**src/rtl/sram_bist_pkg.sv**
```systemverilog
// Shared constants for the SRAM built-in self test: widths, FSM encoding, pattern codes.
package sram_bist_pkg;

    localparam int ADDR_W_DEF = 18;
    localparam int DATA_W_DEF = 16;
    localparam int CNT_W_DEF  = 16;

    localparam int ST_W = 3;
    localparam logic [ST_W-1:0] ST_IDLE  = 3'd0;
    localparam logic [ST_W-1:0] ST_WRITE = 3'd1;
    localparam logic [ST_W-1:0] ST_READ  = 3'd2;
    localparam logic [ST_W-1:0] ST_DRAIN = 3'd3;
    localparam logic [ST_W-1:0] ST_DONE  = 3'd4;

    localparam logic [1:0] PAT_ADDR  = 2'b00;
    localparam logic [1:0] PAT_CHECK = 2'b01;
    localparam logic [1:0] PAT_NADDR = 2'b10;
    localparam logic [1:0] PAT_ONES  = 2'b11;

endpackage

```
**src/rtl/sram_bist_pattern.sv**
```systemverilog
// Expected data word for a given pattern code and address (low DATA_W address bits).
module sram_bist_pattern
    import sram_bist_pkg::*;
#(
    parameter int DATA_W = DATA_W_DEF
) (
    input  logic [1:0]        pattern,
    input  logic [DATA_W-1:0] addr,
    output logic [DATA_W-1:0] data
);

    // Pattern decode; checkerboard sets even bits on even addresses, odd bits on odd ones.
    always_comb begin
        data = '0;
        case (pattern)
            PAT_ADDR:  data = addr;
            PAT_CHECK: begin
                for (int i = 0; i < DATA_W; i++) begin
                    data[i] = ((i % 2) == 0) ? ~addr[0] : addr[0];
                end
            end
            PAT_NADDR: data = ~addr;
            PAT_ONES:  data = '1;
            default:   data = '0;
        endcase
    end

endmodule

```
**src/rtl/sram_bist.sv**
```systemverilog
// SRAM built-in self test: write a pattern over a range, read it back, count mismatches.
//
// state    | meaning
// ---------+-----------------------------------------------------------
// IDLE     | waiting for start, no requests issued
// WRITE    | issuing write requests lo..hi
// READ     | issuing read requests lo..hi, compares run in the shadow
// DRAIN    | last read issued, waiting for its compare to retire
// DONE     | results valid; start behaves as in IDLE
module sram_bist
    import sram_bist_pkg::*;
#(
    parameter int ADDR_W = ADDR_W_DEF,
    parameter int DATA_W = DATA_W_DEF,
    parameter int CNT_W  = CNT_W_DEF
) (
    input  logic              clk,
    input  logic              reset,
    input  logic              start,
    input  logic [1:0]        pattern,
    input  logic [ADDR_W-1:0] addr_lo,
    input  logic [ADDR_W-1:0] addr_hi,
    output logic              mem,
    output logic              rw,
    output logic [ADDR_W-1:0] addr,
    output logic [DATA_W-1:0] data_f2s,
    input  logic              ready,
    input  logic [DATA_W-1:0] data_s2f_r,
    output logic              busy,
    output logic              done,
    output logic              pass,
    output logic [CNT_W-1:0]  err_count,
    output logic [ADDR_W-1:0] first_err_addr,
    output logic [DATA_W-1:0] first_err_data
);

    logic [ST_W-1:0]   state;
    logic [1:0]        pat_r;
    logic [ADDR_W-1:0] lo_r;
    logic [ADDR_W-1:0] hi_r;
    logic              pend_valid;
    logic [ADDR_W-1:0] pend_addr;
    logic              cmp_valid;
    logic [ADDR_W-1:0] cmp_addr;

    logic              idle_like;
    logic              start_acc;
    logic              accept;
    logic              last_addr;
    logic              rd_done;
    logic              mismatch;
    logic [1:0]        wr_pat;
    logic [DATA_W-1:0] wr_addr;
    logic [DATA_W-1:0] wr_data;
    logic [DATA_W-1:0] cmp_exp;
    logic [CNT_W-1:0]  err_nxt;

    assign idle_like = (state == ST_IDLE) || (state == ST_DONE);
    assign start_acc = idle_like && start;
    assign accept    = mem && ready;
    assign last_addr = (addr == hi_r);
    // A pending read completes on the first ready edge after its acceptance.
    assign rd_done   = pend_valid && ready;
    assign mismatch  = cmp_valid && (data_s2f_r != cmp_exp);

    // Write data source: first word from the start inputs, later words from the next address.
    always_comb begin
        wr_pat  = idle_like ? pattern : pat_r;
        wr_addr = idle_like ? addr_lo[DATA_W-1:0] : (addr[DATA_W-1:0] + DATA_W'(1));
    end

    // Saturating error count, also used to compute pass on the final compare.
    always_comb begin
        err_nxt = err_count;
        if (mismatch && (err_count != '1)) begin
            err_nxt = err_count + CNT_W'(1);
        end
    end

    sram_bist_pattern #(.DATA_W(DATA_W)) u_wr_pattern (
        .pattern (wr_pat),
        .addr    (wr_addr),
        .data    (wr_data)
    );

    sram_bist_pattern #(.DATA_W(DATA_W)) u_cmp_pattern (
        .pattern (pat_r),
        .addr    (cmp_addr[DATA_W-1:0]),
        .data    (cmp_exp)
    );

    // Main sequencer: request generation and status flags.
    always_ff @(posedge clk or posedge reset) begin
        if (reset) begin
            state    <= ST_IDLE;
            pat_r    <= PAT_ADDR;
            lo_r     <= '0;
            hi_r     <= '0;
            mem      <= 1'b0;
            rw       <= 1'b1;
            addr     <= '0;
            data_f2s <= '0;
            busy     <= 1'b0;
            done     <= 1'b0;
            pass     <= 1'b0;
        end else begin
            case (state)
                ST_IDLE, ST_DONE: begin
                    if (start) begin
                        pat_r <= pattern;
                        lo_r  <= addr_lo;
                        hi_r  <= addr_hi;
                        if (addr_lo > addr_hi) begin
                            state <= ST_DONE;
                            done  <= 1'b1;
                            pass  <= 1'b1;
                        end else begin
                            state    <= ST_WRITE;
                            done     <= 1'b0;
                            pass     <= 1'b0;
                            busy     <= 1'b1;
                            mem      <= 1'b1;
                            rw       <= 1'b0;
                            addr     <= addr_lo;
                            data_f2s <= wr_data;
                        end
                    end
                end
                ST_WRITE: begin
                    if (accept) begin
                        if (last_addr) begin
                            state <= ST_READ;
                            rw    <= 1'b1;
                            addr  <= lo_r;
                        end else begin
                            addr     <= addr + ADDR_W'(1);
                            data_f2s <= wr_data;
                        end
                    end
                end
                ST_READ: begin
                    if (accept) begin
                        if (last_addr) begin
                            mem   <= 1'b0;
                            state <= ST_DRAIN;
                        end else begin
                            addr <= addr + ADDR_W'(1);
                        end
                    end
                end
                ST_DRAIN: begin
                    if (cmp_valid && !pend_valid) begin
                        state <= ST_DONE;
                        busy  <= 1'b0;
                        done  <= 1'b1;
                        pass  <= (err_nxt == '0);
                    end
                end
                default: state <= ST_IDLE;
            endcase
        end
    end

    // Read tracking: one outstanding read, handed to the compare stage on completion.
    always_ff @(posedge clk or posedge reset) begin
        if (reset) begin
            pend_valid <= 1'b0;
            pend_addr  <= '0;
            cmp_valid  <= 1'b0;
            cmp_addr   <= '0;
        end else begin
            cmp_valid <= rd_done;
            if (rd_done) begin
                cmp_addr <= pend_addr;
            end
            if (accept && rw) begin
                pend_valid <= 1'b1;
                pend_addr  <= addr;
            end else if (rd_done) begin
                pend_valid <= 1'b0;
            end
        end
    end

    // Compare stage: count mismatches and capture the first one.
    always_ff @(posedge clk or posedge reset) begin
        if (reset) begin
            err_count      <= '0;
            first_err_addr <= '0;
            first_err_data <= '0;
        end else if (start_acc) begin
            err_count      <= '0;
            first_err_addr <= '0;
            first_err_data <= '0;
        end else if (mismatch) begin
            err_count <= err_nxt;
            if (err_count == '0) begin
                first_err_addr <= cmp_addr;
                first_err_data <= data_s2f_r;
            end
        end
    end

endmodule
```
**config.mk**
```make
export PLATFORM = sky130hd
export DESIGN_NAME = sram_bist
export DESIGN_NICKNAME = d
export VERILOG_FILES = /design/src/rtl/sram_bist_pkg.sv /design/src/rtl/sram_bist_pattern.sv /design/src/rtl/sram_bist.sv
export SDC_FILE = /design/constraint.sdc
export NUM_CORES = 1
export LEC_CHECK = 0
export ABC_AREA = 1
export CAP_MARGIN = 15
export CORE_MARGIN = 2
export CORE_UTILIZATION = 45
export CTS_CLUSTER_DIAMETER = 200
export DETAILED_ROUTE_END_ITERATION = 8
export PLACE_DENSITY_LB_ADDON = 0.15
export SYNTH_ARGS = -nofsm -noshare
export SYNTH_HDL_FRONTEND = slang
export SYNTH_SLANG_ARGS = --single-unit
```
**constraint.sdc**
```tcl
create_clock -name clk -period 16.4 [get_ports clk]
set_input_delay 3.28 -clock clk [delete_from_list [all_inputs] [get_ports clk]]
set_output_delay 3.28 -clock clk [all_outputs]
set_load 0.03 [all_outputs]
```
==> metrics.txt <==
# TYPE chip_impl_metric gauge
chip_impl_info{name="status",value="complete, no violations"} 1
chip_impl_metric{name="dpl_worst_slack",unit="ns"} 9.57
chip_impl_info{name="clock_tree_from_tritoncts",value="yes"} 1
chip_impl_metric{name="timing.critical_path.fanout_max",unit=""} 19
chip_impl_metric{name="synthSimpleGateAreaFrac",unit=""} 0.245
chip_impl_metric{name="synth_register_bits",unit=""} 168
chip_impl_metric{name="timing.final.setup_violations",unit=""} 0
chip_impl_metric{name="synth_compound_area_frac",unit=""} 0.158
chip_impl_info{name="critPathTopFamily",value="simple AND/OR/NAND/NOR gates"} 1
chip_impl_metric{name="cp_slowest_stage_delay",unit="ns"} 0.88
chip_impl_info{name="timing.critical_path.slowest_stage_cell",value="sky130_fd_sc_hd__nor2_2"} 1
chip_impl_metric{name="placeableCoreArea",unit="µm²"} 20400
chip_impl_metric{name="report.final.slew_viol_count",unit=""} 0
chip_impl_info{name="critPathKind",value="primary input to flop"} 1
chip_impl_metric{name="reg2reg_setup_slack",unit="ns"} 12.77
chip_impl_info{name="post_synth_most_frequent_cells",value="sky130_fd_sc_hd__nand2_1 (345), sky130_fd_sc_hd__dfrtp_1 (167), sky130_fd_sc_hd__o21ai_0 (158), sky130_fd_sc_hd__inv_1 (157), sky130_fd_sc_hd__a21oi_1 (69)"} 1
chip_impl_info{name="path_common_cell",value="sky130_fd_sc_hd__nand2_1"} 1
chip_impl_metric{name="critical_path_required",unit="ns"} 16.67
chip_impl_metric{name="maxClockFrequency",unit="GHz"} 0.152
chip_impl_metric{name="adder_cell_fraction_of_synth_area",unit=""} 0.0279
chip_impl_info{name="critPathLaunchType",value="primary input"} 1
chip_impl_metric{name="edff_count_synth",unit=""} 0
chip_impl_metric{name="power_per_cell_area",unit="nW/µm²"} 189
chip_impl_metric{name="yosys.area_share.xor_xnor",unit=""} 0.0298
chip_impl_metric{name="cts_num_sinks",unit=""} 168
chip_impl_metric{name="diodes",unit=""} 0
chip_impl_info{name="timing.hold.worst.class",value="flop to flop"} 1
chip_impl_metric{name="drc",unit=""} 0
chip_impl_metric{name="placement_rows",unit=""} 52
chip_impl_metric{name="design.die.area",unit="µm²"} 22100
chip_impl_metric{name="cts_max_path_buffers",unit=""} 2
chip_impl_metric{name="die_height",unit="µm"} 149
chip_impl_metric{name="grt_util_all_layers",unit=""} 0.242
chip_impl_metric{name="post_syn_nets",unit=""} 1321
chip_impl_metric{name="global_route.overflow_total",unit=""} 0
chip_impl_metric{name="synth-async-reset-ratio",unit=""} 1.00
chip_impl_metric{name="initial_utilization",unit=""} 0.462
chip_impl_metric{name="setup_slack",unit="ns"} 9.83
chip_impl_metric{name="detailroute.via_count",unit=""} 8610
chip_impl_info{name="grt_setup_unrepaired",value="false"} 1
chip_impl_metric{name="insertion_delay",unit="ns"} 0.44
chip_impl_metric{name="wirelength",unit="µm"} 26100
chip_impl_info{name="post-synth-top-area-cell",value="sky130_fd_sc_hd__dfrtp_1"} 1
chip_impl_metric{name="cts_hold_buffers",unit=""} 0
chip_impl_metric{name="routed_wire_length_per_instance",unit="µm"} 15.9
chip_impl_metric{name="synthToLayoutAreaGrowth",unit="%"} 22.9
chip_impl_metric{name="ys_types",unit=""} 40
chip_impl_metric{name="clk_transition_reported_paths",unit="ns"} 0.06
chip_impl_metric{name="first_global_vias",unit=""} 8094
chip_impl_metric{name="synthMuxAreaShare",unit=""} 0.00120
chip_impl_metric{name="power.leakage",unit="nW"} 5.58
chip_impl_metric{name="timing.final.hold_violations",unit=""} 0
chip_impl_metric{name="io_pins",unit=""} 147
chip_impl_metric{name="fin_tns_setup",unit="ns"} 0
chip_impl_metric{name="drive_above_1_share",unit=""} 0.0501
chip_impl_metric{name="first_iter_violations",unit=""} 675
chip_impl_metric{name="cts_setup_buffers",unit=""} 0
chip_impl_metric{name="finClkSkew",unit="ns"} 0.0103
chip_impl_metric{name="data_arrival_time_of_the_worst_path",unit="ns"} 6.83
chip_impl_metric{name="synth_cells",unit=""} 1242
chip_impl_metric{name="detailedPlacementHpwl",unit="µm"} 18500
chip_impl_metric{name="cp_num_buf_inv",unit=""} 2
chip_impl_metric{name="io_buffers",unit=""} 146
chip_impl_metric{name="syn_area_per_cell",unit="µm²"} 7.57
chip_impl_info{name="post-synth-top-count-cell",value="sky130_fd_sc_hd__nand2_1"} 1
chip_impl_metric{name="power.total",unit="mW"} 2.18
chip_impl_metric{name="layout.area.seq",unit="µm²"} 4210
chip_impl_metric{name="num-nets-final",unit=""} 1444
chip_impl_metric{name="worst_hold_slack",unit="ns"} 0.473
chip_impl_metric{name="worst_slew_margin_rel",unit=""} 0.306
chip_impl_metric{name="multi_input_comb_area",unit="µm²"} 4350
chip_impl_metric{name="first_pass_grt_wire_length",unit="µm"} 42300
chip_impl_metric{name="drt_pre_antenna_iters",unit=""} 6
chip_impl_metric{name="floorplan.die.width",unit="µm"} 149
chip_impl_metric{name="fin_crit_sh",unit=""} 0.400
chip_impl_metric{name="ys_seq_area_frac",unit=""} 0.447
chip_impl_metric{name="worstMarginPinSlew",unit="ns"} 1.03
chip_impl_metric{name="drtAntennaViolNets",unit=""} 0
chip_impl_metric{name="yosysWarnings",unit=""} 0
chip_impl_info{name="synth_area_leaders",value="sky130_fd_sc_hd__dfrtp_1 (44%), sky130_fd_sc_hd__nand2_1 (14%), sky130_fd_sc_hd__o21ai_0 (8.4%)"} 1
chip_impl_metric{name="drv_cap",unit=""} 0
chip_impl_info{name="clk_root_buffer_cell",value="sky130_fd_sc_hd__clkbuf_16"} 1
chip_impl_metric{name="synth.top_cell.area_share",unit=""} 0.445
chip_impl_info{name="crit_path_cell_trace",value="clkdlybuf4s50_1 -> inv_1 -> ha_1 -> a21oi_1 -> o21ai_0 -> a21oi_1 -> nor2_1 -> o21ai_0 -> nand2_1 -> nand2_1 -> nand2_1 -> nand3_1 -> nand2_1 -> nand3_1 -> nand2_1 -> nor2_2 -> o21ai_0"} 1
chip_impl_metric{name="power.ir.vdd_worst",unit="V"} 0.000105
chip_impl_metric{name="vias_per_cell",unit=""} 5.22
chip_impl_metric{name="antenna_violations_before_repair",unit=""} 0
chip_impl_info{name="main_combinational_cell_family_by_area_after_synthesis",value="simple AND/OR/NAND/NOR gates"} 1
chip_impl_info{name="postSynth.topFlopCell",value="sky130_fd_sc_hd__dfrtp_1"} 1
chip_impl_metric{name="grt_start_max_net_pins",unit=""} 109
chip_impl_metric{name="cts-buffers-inserted",unit=""} 17
chip_impl_metric{name="place_congestion",unit=""} 0.888
chip_impl_metric{name="final_period_minus_worst_setup_slack",unit="ns"} 6.57
chip_impl_info{name="critPathCaptureType",value="flop"} 1
chip_impl_metric{name="h-tree-depth",unit=""} 4
chip_impl_metric{name="final.fill_count",unit=""} 1960
chip_impl_metric{name="syn-cell-area",unit="µm²"} 9400
chip_impl_metric{name="cts_repair_resize_count",unit=""} 0
sequential cells by signal, summed over array words and instances, names as in the netlist:
signal          flops
first_err_data     16
cmp_valid           1
cmp_addr           18
rw                  1
err_count          16
pend_valid          1
pend_addr          18
mem                 1
pass                1
state               3
addr               18
done                1
pat_r               2
busy                1
hi_r               18
first_err_addr     18
lo_r               18
data_f2s           16
power breakdown:
part           total, mW  switching, mW  internal (mW)
clock network      0.376          0.173          0.202
logic               1.09          0.700          0.386
registers          0.723          0.145          0.578
kinds of logic (layout without fill, tap and decap cells):
logic type      count (synthesis)  in the layout
xor+xnor                       32             32
compound gates                277            277
buf+inv                       210            346
mux                             1              1
fa+ha+maj                      21             21
flops                         168            168
simple gates                  533            533
metal layers:
metal / vias up / global-route usage / part of all wire
li1: 4312 / - / -
met1: 3962 / 0.362 / 0.48
met2: 295 / 0.369 / 0.44
met3: 41 / 0.0313 / 0.055
met4: 0 / 0.0729 / 0.023
met5: - / 0 / 0
cells in the final DEF (no fill, tap or decap), drive strengths merged, types with 6 or more instances in the layout:
cell	synthesis	layout
a21oi	69	69
a22oi	17	17
buf	16	6
clkbuf	32	22
clkdlybuf4s50	0	146
clkinv	2	6
dfrtp	167	167
ha	21	21
inv	160	163
nand2	346	346
nand3	48	48
nand4	44	44
nor2	64	64
nor3	13	13
o21ai	164	164
o22ai	16	16
or2	11	11
xnor2	7	7
xor2	25	25
stage by stage:
| stage | instances | cell area (µm²) | util |
|---|---|---|---|
| floorplan | 1242 | 9400 | - |
| global placement | 1615 | 11000 | 0.540 |
| detailed placement | 1615 | 11000 | 0.540 |
| CTS | 1647 | 11500 | 0.567 |
| global route | 1648 | 11600 | 0.567 |
| finish | 1648 | 11600 | 0.567 |
final cells by class:
class	instances	area share
repair buffers	152	0.131
clock buffers	22	0.0402
inverters	162	0.0531
flip-flops and latches	168	0.364
clock inverters	10	0.00596
well taps	270	0.0292
multi-input cells	864	0.377
worst paths after layout:
kind,from,to,cells after the start
min reg2reg,pend_addr[16],cmp_addr[16],2
max,addr_hi[3],addr[17],17
max reg2reg,pat_r[1],first_err_addr[4],11
max in group asynchronous,reset,addr[6],3
min,pend_addr[16],cmp_addr[16],2
min in group asynchronous,reset,hi_r[10],2
worst min-delay path, stage by stage, from the launching register on:
cell                      delay [ns]
sky130_fd_sc_hd__dfrtp_1        0.34
sky130_fd_sc_hd__nand2_1        0.06
sky130_fd_sc_hd__nand2_1        0.04
No activity file was read; power rests on OpenSTA's default activity.
